==> src/rtl/bf_stage_ctrl.sv <==
// bf_stage_ctrl: stage and address sequencer for the add/sub butterfly PE.
// It walks every butterfly stage over an N-coefficient dual-port memory.
// Read addresses are issued one butterfly per cycle. The write-back addresses
// are produced by delaying the read addresses through the read and PE latency.
// Between stages the sequencer drains, so a stage never reads a stale operand.
// Optional macro BF_ISSUE_STALL_EN adds the issue_stall input, which holds issue in RUN.
module bf_stage_ctrl #(
  parameter int unsigned N          = 512,
  parameter int unsigned LOGN       = 9,
  parameter int unsigned NUM_STAGES = 9,
  parameter int unsigned RD_LAT     = 1,
  parameter int unsigned PE_LAT     = 6
) (
  input  logic            clk,
  input  logic            rst,
  input  logic            start,
  input  logic            mode_intt,
`ifdef BF_ISSUE_STALL_EN
  input  logic            issue_stall,
`endif
  output logic            busy,
  output logic            done,
  output logic            rd_en,
  output logic [LOGN-1:0] rd_addr_u,
  output logic [LOGN-1:0] rd_addr_v,
  output logic            wr_en,
  output logic [LOGN-1:0] wr_addr_u,
  output logic [LOGN-1:0] wr_addr_v,
  output logic            pe_sel_ntt,
  output logic [3:0]      stage
);

  localparam int unsigned     L        = RD_LAT + PE_LAT;
  localparam logic [LOGN-2:0] K_LAST   = '1;
  localparam logic [LOGN-1:0] LEN_FWD  = LOGN'(N / 2);
  localparam logic [LOGN-1:0] LEN_INV  = LOGN'(1);
  localparam logic [3:0]      LAST_STG = 4'(NUM_STAGES - 1);
  localparam logic [L-1:0]    MSB_ONLY = L'(1) << (L - 1);

  typedef enum logic [1:0] {IDLE, RUN, DRAIN, FIN} state_t;

  state_t          state, state_next;
  logic            hold;
  logic            issue;
  logic            stage_adv;
  logic            drain_last;
  logic [LOGN-2:0] k;
  logic [LOGN-1:0] len;
  logic [LOGN-1:0] mask;
  logic [LOGN-1:0] k_ext;
  logic [LOGN-1:0] addr_u;
  logic [LOGN-1:0] addr_v;
  logic [3:0]      stage_q;
  logic            fwd;
  logic [L-1:0]    v_pipe;
  logic [LOGN-1:0] wu_pipe [L];
  logic [LOGN-1:0] wv_pipe [L];

`ifdef BF_ISSUE_STALL_EN
  assign hold = issue_stall;
`else
  assign hold = 1'b0;
`endif

  // The final write of a stage is leaving the delay line this cycle, and nothing else is in flight.
  assign drain_last = (v_pipe == MSB_ONLY);

  // State register.
  always_ff @(posedge clk) begin
    if (!rst) state <= IDLE;
    else      state <= state_next;
  end

  // Next-state decode plus the issue, stage-advance and status strobes.
  always_comb begin
    state_next = state;
    issue      = 1'b0;
    stage_adv  = 1'b0;
    busy       = 1'b0;
    done       = 1'b0;
    case (state)
      IDLE: begin
        if (start) state_next = RUN;
      end
      RUN: begin
        busy = 1'b1;
        if (!hold) begin
          issue = 1'b1;
          if (k == K_LAST) state_next = DRAIN;
        end
      end
      DRAIN: begin
        busy = 1'b1;
        if (drain_last) begin
          if (stage_q == LAST_STG) begin
            state_next = FIN;
          end else begin
            stage_adv  = 1'b1;
            state_next = RUN;
          end
        end
      end
      FIN: begin
        done       = 1'b1;
        state_next = IDLE;
      end
      default: state_next = IDLE;
    endcase
  end

  // Butterfly counter, stage index, span and latched direction.
  always_ff @(posedge clk) begin
    if (!rst) begin
      k       <= '0;
      stage_q <= '0;
      len     <= '0;
      fwd     <= 1'b1;
    end else begin
      if (state == IDLE && start) begin
        fwd     <= ~mode_intt;
        k       <= '0;
        stage_q <= '0;
        len     <= mode_intt ? LEN_INV : LEN_FWD;
      end
      // k wraps to zero naturally on the last butterfly of a stage.
      if (issue) k <= k + 1'b1;
      if (stage_adv) begin
        stage_q <= stage_q + 1'b1;
        len     <= fwd ? (len >> 1) : (len << 1);
      end
    end
  end

  // len is one-hot, so (k/len)*2*len + k%len is k with its high part shifted up one place.
  always_comb begin
    k_ext  = {1'b0, k};
    mask   = len - 1'b1;
    addr_u = ((k_ext & ~mask) << 1) | (k_ext & mask);
    addr_v = addr_u | len;
  end

  // Delay line carrying issued reads forward to become write-backs L cycles later.
  always_ff @(posedge clk) begin
    if (!rst) begin
      v_pipe <= '0;
      for (int unsigned i = 0; i < L; i++) begin
        wu_pipe[i] <= '0;
        wv_pipe[i] <= '0;
      end
    end else begin
      v_pipe[0]  <= rd_en;
      wu_pipe[0] <= rd_addr_u;
      wv_pipe[0] <= rd_addr_v;
      for (int unsigned i = 1; i < L; i++) begin
        v_pipe[i]  <= v_pipe[i-1];
        wu_pipe[i] <= wu_pipe[i-1];
        wv_pipe[i] <= wv_pipe[i-1];
      end
    end
  end

  assign rd_en      = issue;
  assign rd_addr_u  = issue ? addr_u : '0;
  assign rd_addr_v  = issue ? addr_v : '0;
  assign wr_en      = v_pipe[L-1];
  assign wr_addr_u  = wu_pipe[L-1];
  assign wr_addr_v  = wv_pipe[L-1];
  assign pe_sel_ntt = fwd;
  assign stage      = stage_q;

endmodule
==> config.mk <==
export PLATFORM = sky130hd
export DESIGN_NAME = bf_stage_ctrl
export DESIGN_NICKNAME = d
export VERILOG_FILES = /design/src/rtl/bf_stage_ctrl.sv
export SDC_FILE = /design/constraint.sdc
export NUM_CORES = 1
export LEC_CHECK = 0
export ABC_CLOCK_PERIOD_IN_PS = 2300
export CAP_MARGIN = 20
export CORE_UTILIZATION = 56
export DETAILED_ROUTE_END_ITERATION = 10
export HOLD_SLACK_MARGIN = 0.02
export PLACE_DENSITY = 0.78
export SLEW_MARGIN = 20
export SYNTH_ARGS = -nofsm -noshare
export SYNTH_HDL_FRONTEND = slang
export SYNTH_SLANG_ARGS = --single-unit
==> constraint.sdc <==
create_clock -name clk -period 2.3 [get_ports clk]
set_input_delay 0.46 -clock clk [delete_from_list [all_inputs] [get_ports clk]]
set_output_delay 0.46 -clock clk [all_outputs]
set_load 0.02 [all_outputs]
==> qor.txt, run 1 <==
======================================================================================
Result of the run                                                         complete, but fails checks
Violated checks                                                           setup timing
Maximum number of pins on one net before global-route repair                        87
1st-pass router iterations                                                           5
Peak supply drop                                                                590 uV
Total power                                                                    6370 uW
Die Span Y                                                                     99.4 um
Dominant register cell in the synthesized netlist                              dfxtp_1
Fill cells                                                                         564
Number of endpoints with negative hold slack in the final report                     0
Num Clock Sinks                                                                    157
Path depth of the worst reg2reg path                                                 7
Chip Width                                                                     99.4 um
Kind of path behind the tightest hold check                               primary input to register
FF-to-FF setup slack                                                           0.29 ns
Setup crit end kind                                                        output port
Final count of negative-setup-slack endpoints                                       13
Power density over the cells                                                910 nW/um2
Register area share after synthesis                                              59.2%
Final Critical Period                                                          2.59 ns
Achievable clock frequency                                                     386 MHz
Sequential standard cell area                                                 3150 um2
Number of synthesized flops with an enable pin                                       0
Transition time at the pin with the least slew margin                         0.546 ns
Unique cell type count in the Yosys netlist                                         48
Fraction of synthesized cell area in xor and xnor cells                         0.824%
Starting DRC count in detailed routing                                             149
Number of max-cap violations                                                         0
Die area                                                                      9880 um2
H-tree levels                                                                        4
Fin crit share                                                                    113%
Endpoint arrival time on the critical path                                     2.13 ns
Clock insertion delay at the later pin of the skew report                      0.52 ns
Placed cells                                                                       672
Setup repair after global routing missed its margin                               true
Number of global-route vias before repair                                         3622
CTS tree                                                                           yes
Hold-fix buffer count after cts                                                      0
Clock slew at the register clock pins of the worst setup and hold paths        0.07 ns
Ant diodes                                                                           0
Worst-case clock skew                                                       0.00637 ns
Fraction of the mapped netlist area in adder cells                               2.12%
Share of synthesized registers carrying an async set or reset                       0%
Detailed-placement wirelength estimate                                         6.15 mm
Static Leak                                                                 0.00293 uW
Placement Rows                                                                      35
Number of standard cells in the layout, taps in and fillers out                    720
All-Layer GR Usage                                                               23.2%
Clock Path Buffers                                                                   2
Wire length reported by the detailed router                                    11.1 mm
Global-route wire length before repair                                         17.3 mm
# nets final                                                                       609
Top cells by area in the synthesized netlist                              dfxtp_1 59%, and2_1 15%, ha_1 2.1%, clkbuf_1 1.9%, o21a_1 1.7%
Critical path launch point type                                               register
DRC violation count after routing                                                    0
Inserted Clock Buffers                                                              17
Terminus of the critical flop-to-flop path                                k[2]$_SDFFE_PN0P_
Number of slew-limit violations in the final report                                  0
Cells after Synth                                                                  505
Syn nets                                                                           518
I/O pin count                                                                       49
Worst Setup Slack, final                                                     -0.288 ns
Count of input and output buffers                                                   48
Hold wc startpoint                                                                 rst
Area delta synth->final                                                          31.8%
Vias after detailed routing                                                       3824
Max transition margin                                                            63.2%
Starting density of the core                                                     57.8%
Post-Syn Area per Cell                                                        10.5 um2
Footprint of the multi-input gates                                            2180 um2
Launch instance of the worst register-to-register path                    state[0]$_SDFFE_PN0P_
Dominant combinational cell family by area after synthesis                simple AND/OR/NAND/NOR gates
Vias per cell                                                                     5.31
Max FO, Critical Path                                                                3
Setup Slack @ Placement                                                      -0.187 ns
Share of the synthesized area in the top cell type                               59.2%
Crit path kind                                                            register to output port
Remaining antenna violation count                                                    0
Most area-hungry cell type in the Yosys netlist                                dfxtp_1
Final-layout worst hold slack                                                 0.294 ns
Worst Hold Path EP                                                        len[0]$_SDFFE_PN0P_
Count of state elements after synthesis                                            157
Required arrival time at the worst endpoint                                    1.84 ns
WL/cell                                                                        15.4 um
RePlAce Congestion                                                               0.920
Yosys Warn Count                                                                     0
Fraction of layout instances using a drive strength above 1                      24.1%
Mux contribution to synthesized area                                             2.14%
Simple-Gate Fraction of Synth Area                                               24.5%
Hold Crit Depth                                                                      2
Synthesized cell area                                                         5310 um2
CORE AREA                                                                     9200 um2
Compound-gate portion of the synthesized area                                    7.82%
Number of antenna violations at the first check in global routing                    0
Root buf cell                                                                 clkbuf_8
Total grt overflow                                                                   0
======================================================================================
## cells in the mapped netlist (7+ instances only)
| library cell | instances |
|---|---|
| nor3_1 | 7 |
| nand2_1 | 18 |
| and3_1 | 9 |
| nor2b_1 | 7 |
| nand3_1 | 9 |
| mux2i_1 | 8 |
| inv_1 | 14 |
| a21oi_1 | 16 |
| nor2_1 | 19 |
| and2_1 | 124 |
| clkbuf_1 | 27 |
| dfxtp_1 | 157 |
| o21a_1 | 12 |
| ha_1 | 9 |
| o21ai_0 | 8 |
## layer usage
metal | vias up | GRT usage (%) | part of all wire, %
met1 | 1786 | 23.9 | 38
met5 | - | 0 | 0
met3 | 40 | 6.47 | 5.6
met2 | 153 | 42.5 | 52
li1 | 1845 | - | -
met4 | 0 | 12.4 | 4.0
## critical path, cell delays in order (launching register included)
cell,delay [ns]
dfxtp_1,0.31
or3_4,0.39
buf_6,0.13
nor4_4,0.22
buf_4,0.17
o311a_4,0.18
nor2b_1,0.04
buf_4,0.15
## how the worst max path moves through the flow
stage	start	to	cells after the start
final	len[2]$_SDFFE_PN0P_	rd_addr_u[6]	7
after global routing	len[2]$_SDFFE_PN0P_	rd_addr_v[7]	7
after CTS	len[2]$_SDFFE_PN0P_	rd_addr_u[6]	7
after detailed placement	len[2]$_SDFFE_PN0P_	rd_addr_u[6]	5
after global placement	len[2]$_SDFFE_PN0P_	rd_addr_u[6]	5
after floorplan	state[1]$_SDFFE_PN0P_	rd_addr_v[8]	6
## state kept, by name, indices dropped and copies added (netlist names)
| signal | cells |
|---|---|
| wv_pipe | 63 |
| len | 9 |
| k | 8 |
| stage | 4 |
| v_pipe | 7 |
| state | 2 |
| pe_sel_ntt | 1 |
| wu_pipe | 63 |
## timing repair
action | in CTS | in global routing
gates cloned | 0 | 0
pin swaps | 19 | 13
endpoints found under the setup margin | 20 | 20
setup buffers | 11 | 5
resized for setup | 134 | 12
hold endpoints to repair | 0 | 0
## layout by cell type (no fill, tap or decap), types with 5 or more instances in the layout
cell type        instances
dfxtp_1                153
and2_1                 122
buf_4                   58
clkdlybuf4s50_1         27
nor2_1                  19
nand2_1                 16
a21oi_1                 16
clkbuf_16               16
inv_1                   12
o21a_1                  12
buf_6                   10
and3_1                   9
nand3_1                  9
mux2i_1                  7
ha_1                     7
nor2b_1                  6
o21ai_0                  5
clkinv_4                 5
inv_8                    5
## power by group
part	switching (uW)	total, uW	internal (uW)
sequential	52.2	2830	2770
combinational	493	881	388
clock	1250	2660	1410
## cell families after synthesis
| group | Yosys count |
|---|---|
| AND/OR/NAND/NOR | 217 |
| multiplexers | 11 |
| XOR/XNOR | 5 |
| flip-flops | 157 |
| adder cells (fa/ha/maj) | 9 |
| AO/OA/AOI/OAI | 61 |
| buffers and inverters | 45 |
## per-stage QoR
stage	util (%)	setup TNS [ns]	instance area, um2
2_1_floorplan	-	0	5310
3_3_place_gp	66.2	-1.02	6090
3_5_place_dp	66.2	-1.35	6090
4_1_cts	75.1	-1.91	6910
5_1_grt	76.1	-3.33	7000
6_report	76.1	-2.20	7000
## area by class of cell
class	instances	share of cell area, %
inverter	14	0.751
clock inverter	15	2.48
tap	111	1.98
clock buffer	17	5.92
multi-input combinational	303	31.2
sequential	157	45.0
timing repair buffer	103	12.7
No activity file was read; power rests on OpenSTA's default activity.
==> inputs of run 2 (changes only) <==
--- a/config.mk
+++ b/config.mk
@@ -7,10 +7,12 @@
 export LEC_CHECK = 0
 export ABC_CLOCK_PERIOD_IN_PS = 2300
 export CAP_MARGIN = 20
-export CORE_UTILIZATION = 56
+export CELL_PAD_IN_SITES_DETAIL_PLACEMENT = 1
+export CELL_PAD_IN_SITES_GLOBAL_PLACEMENT = 1
+export CORE_UTILIZATION = 44
 export DETAILED_ROUTE_END_ITERATION = 10
 export HOLD_SLACK_MARGIN = 0.02
-export PLACE_DENSITY = 0.78
+export PLACE_DENSITY = 0.77
 export SLEW_MARGIN = 20
 export SYNTH_ARGS = -nofsm -noshare
 export SYNTH_HDL_FRONTEND = slang
==> qor.txt, run 2 (synthesis gave the netlist of run 1 again) <==
======================================================================================
Setup crit end kind                                                        output port
Combinational cell fraction of total power                                       13.3%   -0.5 points
Area delta synth->final                                                          31.9%   about the same
Largest regs                                                              wu_pipe (63), wv_pipe (63), len (9)
Most frequent cells in the layout                                         152 x dfxtp_1, 124 x and2_1, 47 x buf_4, 28 x clkdlybuf4s50_1, 18 x nor2_1
Final Critical Period                                                          2.56 ns   -0.0328 ns
Transition time at the pin with the least slew margin                         0.707 ns   +0.161 ns
Crit path kind                                                            register to output port
Clock Path Buffers                                                                   2   unchanged
Wire length reported by the detailed router                                    11.8 mm   +6.6%
DRC violation count after routing                                                    6   +6
P_int                                                                          4780 uW   +4.5%
Global-route wire length before repair                                         18.7 mm   +8.1%
Root buf cell                                                                clkbuf_16
Number of global-route vias before repair                                         3896   +7.6%
# nets final                                                                       603   -0.99%
Longest individual stage delay on the worst path                               0.39 ns   about the same
Ant diodes                                                                           0   unchanged
Total grt overflow                                                                   0   unchanged
Setup repair after global routing missed its margin                               true
I/O pin count                                                                       49   unchanged
Setup tns final                                                               -1.10 ns   +1.10 ns
FF-to-FF setup slack                                                           0.25 ns   -0.04 ns
Number of slew-limit violations in the final report                                  0   unchanged
Number of antenna violations at the first check in global routing                    0   unchanged
Max FO, Critical Path                                                                3   unchanged
Detailed-placement wirelength estimate                                         7.13 mm   +16%
Chip Width                                                                      112 um   +13%
Worst Setup Slack, final                                                     -0.255 ns   +0.0328 ns
Remaining antenna violation count                                                    0   unchanged
Setup Slack @ Placement                                                      -0.230 ns   -0.0433 ns
Die Span Y                                                                      112 um   +13%
Leading cell type in the layout, fill and taps excluded                        dfxtp_1
Proportion of power drawn by the clock network                                   42.8%   +1.0 points
Max transition margin                                                            52.4%   -11 points
Vias after detailed routing                                                       3704   -3.1%
All-Layer GR Usage                                                               19.7%   -3.4 points
Starting DRC count in detailed routing                                             207   +39%
Peak supply drop                                                                498 uV   -16%
Placed cells                                                                       701   +4.3%
WL/cell                                                                        15.9 um   +2.8%
Fill cells                                                                        1236   +120%
Power dissipated by switching net loads                                        1650 uW   -8.2%
CORE AREA                                                                    11600 um2   +26%
Fraction of layout instances using a drive strength above 1                      22.7%   -1.4 points
Static Leak                                                                 0.00288 uW   -1.5%
Vias per cell                                                                     4.97   -6.5%
1st-pass router iterations                                                           9   +4
Clock insertion delay at the later pin of the skew report                      0.43 ns   -0.09 ns
Final count of negative-setup-slack endpoints                                        9   -4
Required arrival time at the worst endpoint                                    1.84 ns   about the same
Number of max-cap violations                                                         0   unchanged
RePlAce Congestion                                                               0.830   -9.9%
Result of the run                                                         complete, but fails checks
Count of input and output buffers                                                   48   unchanged
Fin crit share                                                                    111%   -1.4 points
Utilization of the core after routing                                            60.3%   -16 points
Cells along the critical path                                             or3_4 -> o31a_1 -> o311a_1 -> nor2b_1 -> buf_4
Maximum number of pins on one net before global-route repair                        95   +9.2%
Endpoint arrival time on the critical path                                     2.10 ns   -0.03 ns
Achievable clock frequency                                                     391 MHz   +1.3%
Switching power share of the total                                               25.7%   -2.6 points
Placement Rows                                                                      39   +11%
Starting density of the core                                                     45.7%   -12 points
Power density over the cells                                                917 nW/um2   +0.85%
Violated checks                                                           DRC, setup timing
Number of endpoints with negative hold slack in the final report                     0   unchanged
CTS tree                                                                           yes
Die area                                                                     12500 um2   +27%
Num Clock Sinks                                                                    157   unchanged
Number of standard cells in the layout, taps in and fillers out                    746   +3.6%
Worst-case clock skew                                                       0.00637 ns   -0.00000586 ns
Slowest library cell on the worst path                                           or3_4
H-tree levels                                                                        4   unchanged
Critical path launch point type                                               register
Inserted Clock Buffers                                                              17   unchanged
Clock slew at the register clock pins of the worst setup and hold paths        0.06 ns   about the same
Kind of path behind the tightest hold check                               register to register
Part of the total power dissipated in sequential elements                        43.9%   -0.5 points
======================================================================================
## run 2: cell count changes in the layout (fill, tap and decap cells not counted), moves of 2 or more
cell,before,now
and2_4,2,0
clkinv_4,5,0
buf_12,0,2
clkinvlp_4,0,3
buf_6,10,13
and2_1,122,124
inv_6,1,5
clkbuf_2,0,2
inv_8,5,0
buf_4,58,47
clkbuf_1,0,3
clkinv_8,4,0
bufinv_16,0,2
## run 2: repair_timing
item	4_1_cts	5_1_grt
endpoints found under the setup margin	19	18
gates resized for setup	120	25
hold buffers	0	0
pin swaps	10	6
setup buffers	6	7
## run 2: per-stage QoR
| stage | hold slack [ns] | area (um2) | total power [uW] |
|---|---|---|---|
| 6_report | 0.427 | 7010 | 6430 |
| 5_1_grt | 0.442 | 7010 | 6680 |
| 4_1_cts | 0.432 | 6880 | 6430 |
| 3_5_place_dp | 0.420 | 6120 | 3610 |
| 3_3_place_gp | 0.414 | 6120 | 3570 |
| 2_1_floorplan | 0.406 | 5310 | 3330 |
## run 2: per-layer routing
layer	share of wire, %	wire (um)	track usage [%]
met5	0	0	0
met4	3.0	352	11.1
met1	41	4810	20.7
met2	53	6230	34.9
met3	3.7	439	6.10
## run 2: final cells by class
class / instances / area (um2) / area share (%)
sequential: 157 / 3150 / 44.9
clock buffer: 21 / 450 / 6.43
multi-input combinational: 303 / 2170 / 31.0
clock inverter: 11 / 131 / 1.88
tap: 143 / 179 / 2.55
timing repair buffer: 97 / 870 / 12.4
inverter: 14 / 52.6 / 0.750
## run 2: final timing paths
kind,startpoint,to,depth (start not counted)
max,len[2]$_SDFFE_PN0P_,rd_addr_u[6],5
min,wv_pipe[4][7]$_SDFF_PN0_,wv_pipe[5][7]$_SDFF_PN0_,1
max reg2reg,k[0]$_SDFFE_PN0P_,state[1]$_SDFFE_PN0P_,6
min reg2reg,wv_pipe[4][7]$_SDFF_PN0_,wv_pipe[5][7]$_SDFF_PN0_,1
## run 2: critical path: cells and delay by family, from the launching register on
kind	cells	cell delay [ns]
compound gates	2	0.67
buf+inv	1	0.16
flops	1	0.32
simple gates	2	0.52
## run 2: power by group through the flow
| stage | sequential [uW] | clock (uW) | combinational [uW] |
|---|---|---|---|
| final | 2820 | 2750 | 856 |
| after global routing | 2830 | 2940 | 921 |
| after CTS | 2820 | 2810 | 805 |
| after detailed placement | 2870 | 0 | 737 |
| after global placement | 2870 | 0 | 707 |
| after floorplan | 2870 | 0 | 453 |
==> inputs of run 3 (changes only) <==
--- a/config.mk
+++ b/config.mk
@@ -5,7 +5,7 @@
 export SDC_FILE = /design/constraint.sdc
 export NUM_CORES = 1
 export LEC_CHECK = 0
-export ABC_CLOCK_PERIOD_IN_PS = 2300
+export ABC_CLOCK_PERIOD_IN_PS = 2810
 export CAP_MARGIN = 20
 export CELL_PAD_IN_SITES_DETAIL_PLACEMENT = 1
 export CELL_PAD_IN_SITES_GLOBAL_PLACEMENT = 1
==> constraint.sdc (replaced) <==
create_clock -name clk -period 2.81 [get_ports clk]
set_input_delay 0.562 -clock clk [delete_from_list [all_inputs] [get_ports clk]]
set_output_delay 0.562 -clock clk [all_outputs]
set_load 0.02 [all_outputs]
==> qor.txt, run 3 (synthesis gave the netlist of run 1 again) <==
======================================================================================
Result of the run                                                         complete, but fails checks
Violated checks                                                                    DRC
Max FO, Critical Path                                                                3   unchanged
Area delta synth->final                                                          24.7%
Power density over the cells                                                782 nW/um2   -15%
Hold wc startpoint                                                        wv_pipe[2][3]$_SDFF_PN0_
Critical path launch point type                                               register
Max transition margin                                                            43.0%   -9.4 points
Final Critical Period                                                          2.70 ns
I/O pin count                                                                       49   unchanged
Setup repair after global routing missed its margin                              false
FF-to-FF setup slack                                                           0.75 ns   +0.50 ns
Most heavily used metal layer in global routing                                   met2
Fill cells                                                                        1252   +1.3%
Most frequent cells in the layout                                         157 x dfxtp_1, 124 x and2_1, 31 x clkdlybuf4s50_1, 19 x nor2_1, 18 x nand2_1
Kind of path behind the tightest hold check                               register to register
Peak supply drop                                                                410 uV   -18%
Largest regs                                                              wu_pipe (63), wv_pipe (63), len (9)
Clock insertion delay at the later pin of the skew report                      0.41 ns   -0.02 ns
WL/cell                                                                        15.0 um   -5.4%
Hold Crit Depth                                                                      1   unchanged
Setup crit end kind                                                        output port
Launch instance of the worst register-to-register path                    state[1]$_SDFFE_PN0P_
CTS tree                                                                           yes
RePlAce Congestion                                                               0.839   +1.1%
Buffers & Inverters on Critical Path                                                 1   unchanged
Terminus of the critical flop-to-flop path                                wv_pipe[0][8]$_SDFF_PN0_
Kind of cell adding the most delay to the critical path                   compound AO/OA/AOI/OAI gates
Static Leak                                                                 0.00276 uW   -4.4%
Worst-case clock skew                                                       0.00427 ns   -0.00210 ns
Number of standard cells in the layout, taps in and fillers out                    714   -4.3%
Transition time at the pin with the least slew margin                         0.855 ns   +0.149 ns
Chip Width                                                                      112 um   unchanged
Number of slew-limit violations in the final report                                  0   unchanged
Worst Hold Path EP                                                        wv_pipe[3][3]$_SDFF_PN0_
Clock slew at the register clock pins of the worst setup and hold paths        0.06 ns   about the same
# nets final                                                                       571   -5.3%
Final count of negative-setup-slack endpoints                                        0   -9
Count of input and output buffers                                                   48   unchanged
Wire length reported by the detailed router                                    10.7 mm   -9.4%
Root buf cell                                                                clkbuf_16
Placement Rows                                                                      39   unchanged
Total grt overflow                                                                   0   unchanged
Num Clock Sinks                                                                    157   unchanged
Detailed-placement wirelength estimate                                         6.84 mm   -4.0%
Global Route met3 Usage                                                          5.33%   -0.76 points
Number of max-cap violations                                                         0   unchanged
Number of antenna violations at the first check in global routing                    0   unchanged
Placed cells                                                                       680   -3.0%
All-Layer GR Usage                                                               18.3%   -1.4 points
Worst setup startpoint                                                    len[2]$_SDFFE_PN0P_
Crit path kind                                                            register to output port
Cells along the critical path                                             or3_4 -> o31a_1 -> o311a_1 -> nor2b_1 -> buf_2
Required arrival time at the worst endpoint                                    2.25 ns   +0.41 ns
DRC violation count after routing                                                    5   -1
H-tree levels                                                                        4   unchanged
Remaining antenna violation count                                                    0   unchanged
Starting density of the core                                                     45.7%   unchanged
Inserted Clock Buffers                                                              17   unchanged
Achievable clock frequency                                                     370 MHz
1st-pass router iterations                                                          10   +1
Global-route wire length before repair                                         17.6 mm   -6.0%
Endpoint arrival time on the critical path                                     2.14 ns   +0.04 ns
Number of global-route vias before repair                                         3701   -5.0%
Longest individual stage delay on the worst path                               0.41 ns   +0.02 ns
Ant diodes                                                                           0   unchanged
Die area                                                                     12500 um2   unchanged
Clock Path Buffers                                                                   2   unchanged
Die Span Y                                                                      112 um   unchanged
Maximum number of pins on one net before global-route repair                       123   +29%
Vias per cell                                                                     4.99   +0.48%
Starting DRC count in detailed routing                                             160   -23%
Number of endpoints with negative hold slack in the final report                     0   unchanged
Setup tns final                                                                   0 ns   +1.10 ns
Path depth of the worst reg2reg path                                                 8   +2
GR Util met2                                                                     32.8%   -2.2 points
Leading cell type in the layout, fill and taps excluded                        dfxtp_1
Fin crit share                                                                   96.2%
CORE AREA                                                                    11600 um2   unchanged
Vias after detailed routing                                                       3562   -3.8%
Slowest library cell on the worst path                                           or3_4
Fraction of layout instances using a drive strength above 1                      13.3%   -9.4 points
Met1 usage in global routing                                                     19.4%   -1.3 points
======================================================================================
run 3: cell types whose count changed in the layout (fill, tap and decap cells not counted), moves of 4 or more:
cell,delta
buf_4,-30
buf_6,-13
dfxtp_1,+5
dfxtp_2,-5
dlymetal6s2s_1,+4
run 3: stage by stage:
| stage | power [uW] | worst slack, ns | instance area [um2] | utilization [%] | hold WS [ns] |
|---|---|---|---|---|---|
| final | 5180 | 0.106 | 6620 | 57.0 | 0.427 |
| after global routing | 5390 | 0.000843 | 6620 | 57.0 | 0.440 |
| after CTS | 5210 | -0.178 | 6580 | 56.7 | 0.427 |
| after detailed placement | 2920 | 0.146 | 5950 | 51.2 | 0.420 |
| after global placement | 2890 | 0.191 | 5950 | 51.2 | 0.414 |
| after floorplan | 2720 | 0.356 | 5310 | - | 0.406 |
run 3: worst max-delay path by stage:
stage                   endpoint  slack (ns)  depth (start not counted)
floorplan           rd_addr_u[5]        0.36                          7
global placement    rd_addr_v[1]        0.19                          5
CTS                 rd_addr_v[3]       -0.18                          7
global route        rd_addr_v[8]      0.0008                          6
detailed placement  rd_addr_v[7]        0.15                          7
finish              rd_addr_u[6]        0.11                          5
run 3: what timing repair did:
item | in CTS | in global routing
hold endpoints to repair | 0 | 0
pin swaps | 2 | 1
hold buffers | 0 | 0
resized for setup | 28 | 24
setup endpoints to repair | 16 | 13
gates cloned | 0 | 0
setup buffers | 1 | 1
run 3: worst register-to-register path, delay by kind of cell (launching register included):
kind                     cells  cell delay [ns]
buffers and inverters        4             0.86
AND/OR/NAND/NOR              2             0.36
flip-flops                   1             0.35
adder cells (fa/ha/maj)      1             0.25
AO/OA/AOI/OAI                1             0.19
run 3: area by class of cell:
type | count | area (um2) | area share (%)
multi-input cells | 303 | 2070 | 31.3
well taps | 143 | 179 | 2.70
repair buffers | 65 | 584 | 8.82
flip-flops and latches | 157 | 3140 | 47.5
inverters | 14 | 52.6 | 0.794
clock inverters | 14 | 159 | 2.40
clock buffers | 18 | 429 | 6.48
run 3: power breakdown:
part / internal, uW / total (uW) / switching (uW)
logic: 244 / 599 / 355
clock network: 1330 / 2260 / 929
registers: 2270 / 2320 / 45.6
run 3: routing by layer:
layer	share of wire (%)	up-vias
li1	-	1759
met1	43	1729
met2	53	63
met3	3.1	11
met4	1.4	0
met5	0	-
